### src/rtl/multi_debouncer.sv
// Multi-channel push-button debouncer: 2-flop sync, stability counter, level and edge pulses.
// Define MULTI_DEBOUNCER_HOLD_EN to build the per-channel hold / auto-repeat pulse generator.
module multi_debouncer #(
  parameter int unsigned CHANNELS      = 4,
  parameter int unsigned STABLE_CYCLES = 16,
  parameter bit          ACTIVE_LOW    = 1'b0,
  parameter int unsigned HOLD_CYCLES   = 1000,
  parameter int unsigned REPEAT_CYCLES = 250
) (
  input  logic                clk,
  input  logic                reset,
  input  logic [CHANNELS-1:0] btn_in,
  output logic [CHANNELS-1:0] btn_level,
  output logic [CHANNELS-1:0] btn_rise,
  output logic [CHANNELS-1:0] btn_fall,
  output logic [CHANNELS-1:0] btn_hold
);

  localparam int unsigned CW = $clog2(STABLE_CYCLES);
  localparam logic [CW-1:0] CNT_MAX = CW'(STABLE_CYCLES - 1);

  if (CHANNELS < 1 || CHANNELS > 32 || STABLE_CYCLES < 2 ||
      HOLD_CYCLES < 1 || REPEAT_CYCLES < 1) begin : g_bad_cfg
    $error("multi_debouncer: parameter out of range");
  end

  logic [CHANNELS-1:0] s1;
  logic [CHANNELS-1:0] s2;
  logic [CW-1:0]       cnt [CHANNELS];
  logic [CHANNELS-1:0] flip;

  // A channel toggles on the edge where it has disagreed for the full window.
  always_comb begin
    flip = '0;
    for (int unsigned c = 0; c < CHANNELS; c++) begin
      flip[c] = (s2[c] != btn_level[c]) && (cnt[c] == CNT_MAX);
    end
  end

  always_ff @(posedge clk) begin
    if (reset) begin
      s1        <= '0;
      s2        <= '0;
      btn_level <= '0;
      btn_rise  <= '0;
      btn_fall  <= '0;
      for (int unsigned c = 0; c < CHANNELS; c++) begin
        cnt[c] <= '0;
      end
    end else begin
      s1        <= btn_in ^ {CHANNELS{ACTIVE_LOW}};
      s2        <= s1;
      btn_level <= btn_level ^ flip;
      btn_rise  <= flip & ~btn_level;
      btn_fall  <= flip & btn_level;
      for (int unsigned c = 0; c < CHANNELS; c++) begin
        if (s2[c] == btn_level[c] || flip[c]) begin
          cnt[c] <= '0;
        end else begin
          cnt[c] <= cnt[c] + 1'b1;
        end
      end
    end
  end

`ifdef MULTI_DEBOUNCER_HOLD_EN
  localparam int unsigned HMAX = (HOLD_CYCLES > REPEAT_CYCLES) ? HOLD_CYCLES : REPEAT_CYCLES;
  localparam int unsigned HW   = $clog2(HMAX) + 1;
  localparam logic [HW-1:0] HOLD_T = HW'(HOLD_CYCLES);
  localparam logic [HW-1:0] REP_T  = HW'(REPEAT_CYCLES);

  logic [HW-1:0]       hc [CHANNELS];
  logic [CHANNELS-1:0] rep;

  // hc restarts from zero after every pulse; rep selects the first-hold or repeat interval.
  always_ff @(posedge clk) begin
    if (reset) begin
      btn_hold <= '0;
      rep      <= '0;
      for (int unsigned c = 0; c < CHANNELS; c++) begin
        hc[c] <= '0;
      end
    end else begin
      for (int unsigned c = 0; c < CHANNELS; c++) begin
        if (flip[c] || !btn_level[c]) begin
          hc[c]       <= '0;
          rep[c]      <= 1'b0;
          btn_hold[c] <= 1'b0;
        end else if (HW'(hc[c] + 1'b1) == (rep[c] ? REP_T : HOLD_T)) begin
          hc[c]       <= '0;
          rep[c]      <= 1'b1;
          btn_hold[c] <= 1'b1;
        end else begin
          hc[c]       <= hc[c] + 1'b1;
          btn_hold[c] <= 1'b0;
        end
      end
    end
  end
`else
  assign btn_hold = '0;
`endif

endmodule

### config.mk
export PLATFORM = sky130hd
export DESIGN_NAME = multi_debouncer
export DESIGN_NICKNAME = d
export VERILOG_FILES = /design/src/rtl/multi_debouncer.sv
export SDC_FILE = /design/constraint.sdc
export NUM_CORES = 1
export LEC_CHECK = 0
export ABC_AREA = 1
export CELL_PAD_IN_SITES_DETAIL_PLACEMENT = 1
export CELL_PAD_IN_SITES_GLOBAL_PLACEMENT = 1
export CORE_MARGIN = 4
export CORE_UTILIZATION = 37
export DETAILED_ROUTE_END_ITERATION = 10
export GPL_ROUTABILITY_DRIVEN = 0
export PLACE_DENSITY = 0.84
export SETUP_SLACK_MARGIN = 0.02
export SLEW_MARGIN = 20
export SYNTH_ARGS = -nofsm -noshare
export SYNTH_HDL_FRONTEND = slang
export SYNTH_SLANG_ARGS = --single-unit
### constraint.sdc
create_clock -name clk -period 1.3 [get_ports clk]
set_clock_uncertainty 0.2 [all_clocks]
set_input_delay 0.195 -clock clk [delete_from_list [all_inputs] [get_ports clk]]
set_output_delay 0.195 -clock clk [all_outputs]
set_load 0.005 [all_outputs]
---- After elaboration in Yosys (flattened, before gate mapping) ----
Memories as Yosys holds them, arrays and structs flattened.
Index checks and enable logic that the tools add are counted.
storage, ports and cells
  flip-flop bits (word level) ............. 20
  RAM bits ................................ 16
  output and inout port bits .............. 16
  word-level logic and storage cells ...... 76
  memories ................................ 1
memory list
  name  words  width  read ports  clocked after memory_dff  wr ports  line  text
  cnt   4      4      4           0                         4         29    logic [CW-1:0] cnt [CHANNELS];
operators by class
  add/sub/neg operators ................... 4
  equality and inequality tests ........... 12
  mux-type cells .......................... 34
  bitwise operators ....................... 12
  reductions and logical operators ........ 8
operators with widths
  operator             number
  $mux 4               8
  $mux 1               26
  $add 4x1->4 const B  4
  $eq 4x4->1 const B   4
  $and 4x4->4          2
  $or 1x1->1           8
  $eq 1x1->1           4
  $logic_and 1x1->1    4
  $logic_or 1x1->1     4
  $ne 1x1->1           4
  $not 4->4            1
  $xor 4x4->4          1

---- Depth between registers and ports, before layout ----
Gate-level depths: netlist (run 1).
An unclocked memory read counts as a cell.
  depth in word-level cells ............... 9
  depth in mapped cells ................... 5
  depth with buffers taken out ............ 5

---- Worst setup path before layout (run 1) ----
Ideal clock, no wire load.
  path type ............................... register to register
  start ................................... memory cnt[2][0] in the netlist's numbering
  end ..................................... memory cnt[2][0] in the netlist's numbering (data pin)
  library setup time ...................... 0.256 ns
  data arrival time ....................... 0.884 ns
  data required time ...................... 0.844 ns
  path slack .............................. -0.040 ns
  stages on the path, launching flop included .. 5
  buffers on the path ..................... 0
  clock period less this slack ............ 1.340 ns
  cells stage by stage .................... edfxtp_1 ha_1 nand3_1 nand3_2 nor2_1
RTL lines
  element      line
  from (decl)  29

==> results by group, run 1 <==
STA
  – Final TNS setup: -0.2099 ns
  – Max Slew Vio Count: 0
  – Fmax: 747.5 MHz
  – Final worst slack: -0.03778 ns
  – Final Hold Fails: 0
  – Post-route clock period utilization: 102.9%
  – Final setup vio count: 9
  – RSZ-0062 raised after global routing: yes
  – Min Tclk post-route: roughly 1.3 ns

GRT
  – GR Util All Layers: 15.93%
  – Number of global-route vias before repair: roughly 1400
  – First-pass GRT wire length: between 6 and 7 mm
  – Largest net degree at the start of global routing: 13
  – Initial antenna violation count: 0
  – Grt ovf: 0

Placed design
  – Placed Area: between 1500 and 2000 um2
  – Cells after DPL: around 250
  – IO buf count: 17
  – Detail Placement HPWL: about 2.5 mm
  – Place WS: -0.1943 ns

Die
  – Core Area: between 4000 and 5000 um2
  – Die W: between 70 and 80 um
  – Initial core utilization: a little under two fifths
  – Boundary pin count: 22
  – Die height: about 72 um
  – Cell row count: 23
  – Die area: 5225 um2

Power
  – Clock Power Share: between 40% and 50%
  – P_int: just under 0.002 W
  – P_leak: between 0.9 and 1 nW
  – PD cells: 1103 nW/um2
  – Total power: about 0.0025 W
  – Worst IR drop on VDD: 0.7296 mV
  – Comb pwr share: 7.5%
  – Sw Pwr: 0.0005441 W
  – Seq pwr share: between 40% and 50%
  – Sw Share: 21.55%

Hold path
  – Hold path endpoint: s2[0]
  – Worst hold path startpoint: s1[0]
  – Hold Crit Class: reg2reg
  – WHS Path Cells: 2

Setup path
  – Worst R2R Path Depth: 4
  – CP Launch Type: flip-flop
  – Crit path arrival time: 1.19 ns
  – Reg-to-Reg Start: cnt[2][0]
  – Reg-to-Reg End: cnt[2][1]
  – Worst Path Max Fanout: 4
  – Critical path class: reg2reg
  – Worst Path Required: around 1.2 ns
  – Setup crit end kind: flip-flop
  – R2R setup slack: -0.04 ns

Route
  – Remaining DRCs: 0
  – Final wirelength: between 3 and 4 mm
  – Vias post-DR: 1233
  – Drt via density: about 4.6
  – First DRT Iteration DRCs: 24
  – Final ANT Viol Nets: 0
  – First-pass DRT Iterations: 4
  – Post-DR wirelength/cell: approximately 14 um

Final layout
  – Commonest non-fill, non-tap cells in the layout: 24 x inv_1, 22 x nor2_1, 20 x conb_1, 18 x nand2_1, 16 x edfxtp_1
  – Diodes inserted: 0
  – Post-route insts no fill: 267
  – Most common cell after layout, fill and taps aside: inv_1
  – Share of cells above drive strength 1: between 30% and 40%
  – Post-route cell area: ~2300 um2
  – Layout area overhead: 49.75%
  – Final net count: 226

Clock tree
  – Max clock buf depth: 2
  – TritonCTS clock tree: yes
  – Worst skew pair latency: slightly below 0.3 ns
  – Clk slew on worst S/H paths: roughly 0.08 ns
  – CTS Root Cell: clkbuf_8
  – CTS Sinks: 36
  – Total clock buffers created by CTS: 5
  – Number of H-tree levels: 2

Yosys
  – Avg Inst Size Synth: between 9 and 10 um2
  – Yosys Warn Count: 0
  – Synthesized instance count: 157
  – Synthesized flop and latch total: 36
  – Synthesized area: about 1500 um2
  – Distinct cells, synth: 18
  – Share of the yosys chip area belonging to registers: between 50 and 60%

Run status
  – Failing checks: setup timing
  – Status: finished with violations

Job
  – Max cap viols: 0
[what timing repair did]
action                                  CTS  global route
endpoints found under the setup margin   30            29
pin swaps                                10             5
gates resized for setup                  36            28
setup buffers                             4             2
hold buffers                              0             0
gates cloned                              0             1
[kinds of logic (layout without fill, tap and decap cells)]
family	count (synthesis)	in the layout	synth area share (%)
and+or+nand+nor	76	76	24.55
DFF	36	36	57.61
buffers and inverters	31	73	9.984
adders and majority gates	4	4	3.273
AOI/OAI and AO/OA	4	4	1.801
xor gates and xnor gates	4	4	2.291
other	2	20	0.4912
[Yosys cell counts]
cell / n / area share [%]
buf_6: 1 / 0.74
o21ai_0: 2 / 0.65
buf_4: 4 / 2.0
nand3_2: 4 / 2.6
inv_4: 1 / 0.41
nand4_4: 2 / 2.8
inv_1: 24 / 5.9
xnor2_1: 4 / 2.3
nand4_1: 6 / 2.5
conb_1: 2 / 0.49
dfxtp_1: 20 / 26
nor2_1: 32 / 7.9
edfxtp_1: 16 / 31
nand3_1: 12 / 3.9
ha_1: 4 / 3.3
nand2_1: 20 / 4.9
buf_8: 1 / 0.98
o21ai_2: 2 / 1.1
[layout make-up]
cell class,count,area (um2)
Inverter,25,98.84
Sequential cell,36,887.1
Clock buffer,7,96.34
Clock inverter,1,30.03
Fill cell,457,1710
Multi-Input combinational cell,108,753.2
Timing Repair inverter,1,5.005
Timing Repair Buffer,39,356.6
Tap cell,50,62.56
[how the worst max path moves through the flow]
stage          startpoint         to
6_report        cnt[2][0]  cnt[2][1]
2_1_floorplan   cnt[2][0]  cnt[2][0]
3_5_place_dp        reset  flip-flop
4_1_cts         cnt[3][1]  cnt[3][2]
3_3_place_gp        reset  cnt[1][2]
5_1_grt         cnt[1][1]  flip-flop
[stage by stage]
step / util (%) / hold slack, ns
after floorplan: - / 0.1020
after global placement: 48.08 / 0.1917
after detailed placement: 48.08 / 0.1984
after CTS: 54.83 / 0.2132
after global routing: 57.24 / 0.2221
final: 57.24 / 0.2105
[metal layers]
layer  vias to the layer above  wire length, um  GRT usage (%)  share of wire, %
met3                        12              166          4.432               4.3
met1                       592             1308          13.50                34
met2                        28             2217          31.75                58
met4                         0              128          9.603               3.3
met5                         -                0              0                 0
li1                        601                -              -                 -
[worst max-delay path, stage by stage, from the launching register on]
cell and delay, ns:
edfxtp_1 0.44, ha_4 0.22, nand3_4 0.10, nand3_4 0.11
nor2_1 0.04
[power groups by stage]
stage / combinational [W] / clock, W / sequential, W
after global routing: 0.000213 / 0.00116 / 0.00126
after detailed placement: 0.000142 / 0 / 0.00127
after floorplan: 0.0000955 / 0 / 0.00127
after CTS: 0.000165 / 0.00109 / 0.00125
after global placement: 0.000136 / 0 / 0.00127
final: 0.000189 / 0.00108 / 0.00125
No activity file was read; power rests on OpenSTA's default activity.
==> run 2, diff against run 1 <==
Settings changed: CORE_UTILIZATION 37 to 41, PLACE_DENSITY 0.84 to 0.88.
Clock period 1.3 ns to 1.45 ns, I/O delays scaled along.
==> run 2 against run 1 <==
Register-to-register slack better by 0.06 ns. Sequential power is 10% lower. First-iteration DRC count grew to 2.6 times the previous value. Global-route usage is 0.91 points lower. Critical path depth is 1 lower. Clock-buffer cell count stayed put. Largest power group unchanged. Clock power is 38% lower. Via count is 5.8% lower. Setup slack better by 0.062 ns. Sequential share of layout area is 6.0 points higher. Cell area is 14% lower. Maximum frequency is 6.2% lower. Critical endpoint is now cnt[2][2]. The flow now finishes without violations.
==> results by group, run 2 (synthesized netlist as in run 1, its figures left out) <==
Setup path
  – Reg-to-Reg Start: cnt[2][1]
  – Reg-to-Reg End: cnt[2][2]
  – CP Launch Type: flip-flop
  – Setup crit end kind: flip-flop
  – Crit path arrival time: 1.26 ns (+0.07 ns)
  – Worst Path Required: 1.28 ns (+0.13 ns)
  – Critical path class: reg2reg
  – Worst R2R Path Depth: 3 (-1)
  – R2R setup slack: 0.02 ns (+0.06 ns)
  – Worst Path Max Fanout: 3 (-1)

Die
  – Boundary pin count: 22 (unchanged)
  – Die height: 69.07 um (-4.5%)
  – Initial core utilization: 44.08% (+5.9 points)
  – Die W: 69.07 um (-4.5%)
  – Core Area: 3468 um2 (-13%)
  – Cell row count: 21 (-8.7%)
  – Die area: 4770 um2 (-8.7%)

Route
  – First-pass DRT Iterations: 4 (unchanged)
  – Final wirelength: 3.390 mm (-11%)
  – Final ANT Viol Nets: 0 (unchanged)
  – Drt via density: 4.625 (+0.16%)
  – Remaining DRCs: 0 (unchanged)
  – First DRT Iteration DRCs: 62 (+160%)
  – Post-DR wirelength/cell: 13.51 um (-5.6%)
  – Vias post-DR: 1161 (-5.8%)

Power
  – PD cells: 971.7 nW/um2 (-12%)
  – Total power: 0.001922 W (-24%)
  – Worst IR drop on VDD: 0.5907 mV (-19%)
  – P_leak: 0.8694 nW (-9.8%)

STA
  – Fmax: 701.3 MHz (-6.2%)
  – Post-route clock period utilization: 98.34% (-4.6 points)
  – Final Hold Fails: 0 (unchanged)
  – Worst Hold Slack: 0.2166 ns (+0.006042 ns)
  – Max Slew Vio Count: 0 (unchanged)
  – Min Tclk post-route: 1.426 ns (+0.08821 ns)
  – Final setup vio count: 0 (-9)
  – RSZ-0062 raised after global routing: yes
  – Final TNS setup: 0 ns (+0.2099 ns)

Job
  – Max cap viols: 0 (unchanged)

Placed design
  – Placed Area: 1798 um2 (-6.5%)
  – IO buf count: 17 (unchanged)
  – Cells after DPL: 236 (-6.3%)
  – Detail Placement HPWL: 2.385 mm (-2.9%)

Hold path
  – Hold path endpoint: s2[2]
  – Hold Crit Class: reg2reg
  – WHS Path Cells: 2 (unchanged)
  – Worst hold path startpoint: s1[2]

GRT
  – Number of global-route vias before repair: 1190 (-14%)
  – Initial antenna violation count: 0 (unchanged)
  – Largest net degree at the start of global routing: 13 (unchanged)
  – GR Util All Layers: 15.01% (-0.91 points)
  – Grt ovf: 0 (unchanged)
  – First-pass GRT wire length: 5.595 mm (-6.9%)

Clock tree
  – Number of H-tree levels: 2 (unchanged)
  – Clk slew on worst S/H paths: 0.07 ns (about the same)
  – Cts hold-fix bufs: 0 (unchanged)
  – CTS Root Cell: clkbuf_8
  – CTS Sinks: 36 (unchanged)
  – Worst skew pair latency: 0.29 ns (about the same)
  – TritonCTS clock tree: yes
  – Total clock buffers created by CTS: 5 (unchanged)
  – Max clock buf depth: 2 (unchanged)

Final layout
  – Diodes inserted: 0 (unchanged)
  – Fillers: 414 (-9.4%)
  – Most common cell after layout, fill and taps aside: nor2_1
  – Final net count: 214 (-5.3%)
  – Commonest non-fill, non-tap cells in the layout: 29 x nor2_1, 24 x inv_1, 20 x nand2_1, 20 x conb_1
  – Post-route insts no fill: 251 (-6.0%)
  – Share of cells above drive strength 1: 18.54% (-14 points)
  – Layout area overhead: 29.38%
  – Post-route cell area: 1978 um2 (-14%)

Run status
  – Status: finished clean
run 2: power by group:
part	switching [W]	internal (W)
clock network	0.000340	0.000334
registers	0.0000318	0.00109
logic	0.0000700	0.0000555
total	0.000442	0.00148
run 2: area by class of cell:
cell class                      instances  area [um2]  share of cell area [%]
Clock buffer                            7       76.32                   3.858
Clock inverter                          1       3.754                  0.1898
Inverter                               25       96.34                   4.870
Multi-Input combinational cell        108       620.6                   31.37
Sequential cell                        36       885.9                   44.78
Tap cell                               46       57.56                   2.910
Timing Repair Buffer                   28       237.7                   12.02
run 2: layer usage:
layer  GRT usage [%]  part of all wire (%)  routed length [um]
met1           15.72                    41                1405
met2           26.06                    51                1738
met3           5.959                   4.6                 156
met4           7.158                   2.6                  89
met5               0                     0                   0
run 2: per-stage QoR:
stage                     util, %  worst slack [ns]
after floorplan                 -            0.1103
after global placement      51.84          -0.01578
after detailed placement    51.84          -0.05517
after CTS                   55.23           0.02561
after global routing        57.03          -0.01725
final                       57.03           0.02400
run 2: worst max-delay path by stage:
stage	from	end	slack (ns)	cells after the start
2_1_floorplan	cnt[2][0]	cnt[2][0]	0.11	4
3_3_place_gp	reset	cnt[0][2]	-0.02	4
3_5_place_dp	reset	cnt[2][3]	-0.06	4
4_1_cts	cnt[1][0]	cnt[1][3]	0.03	4
5_1_grt	cnt[2][1]	cnt[2][2]	-0.02	3
6_report	cnt[2][1]	cnt[2][2]	0.02	3
run 2: worst max-delay path, stage by stage, from the launching register on:
cell	delay [ns]
edfxtp_1	0.45
ha_4	0.22
xnor2_1	0.21
nor2_1	0.10
run 2: repair_timing:
item / 4_1_cts / 5_1_grt
pin swaps: 0 / 3
gates resized for setup: 20 / 8
setup buffers: 4 / 3
setup endpoints to repair: 24 / 15
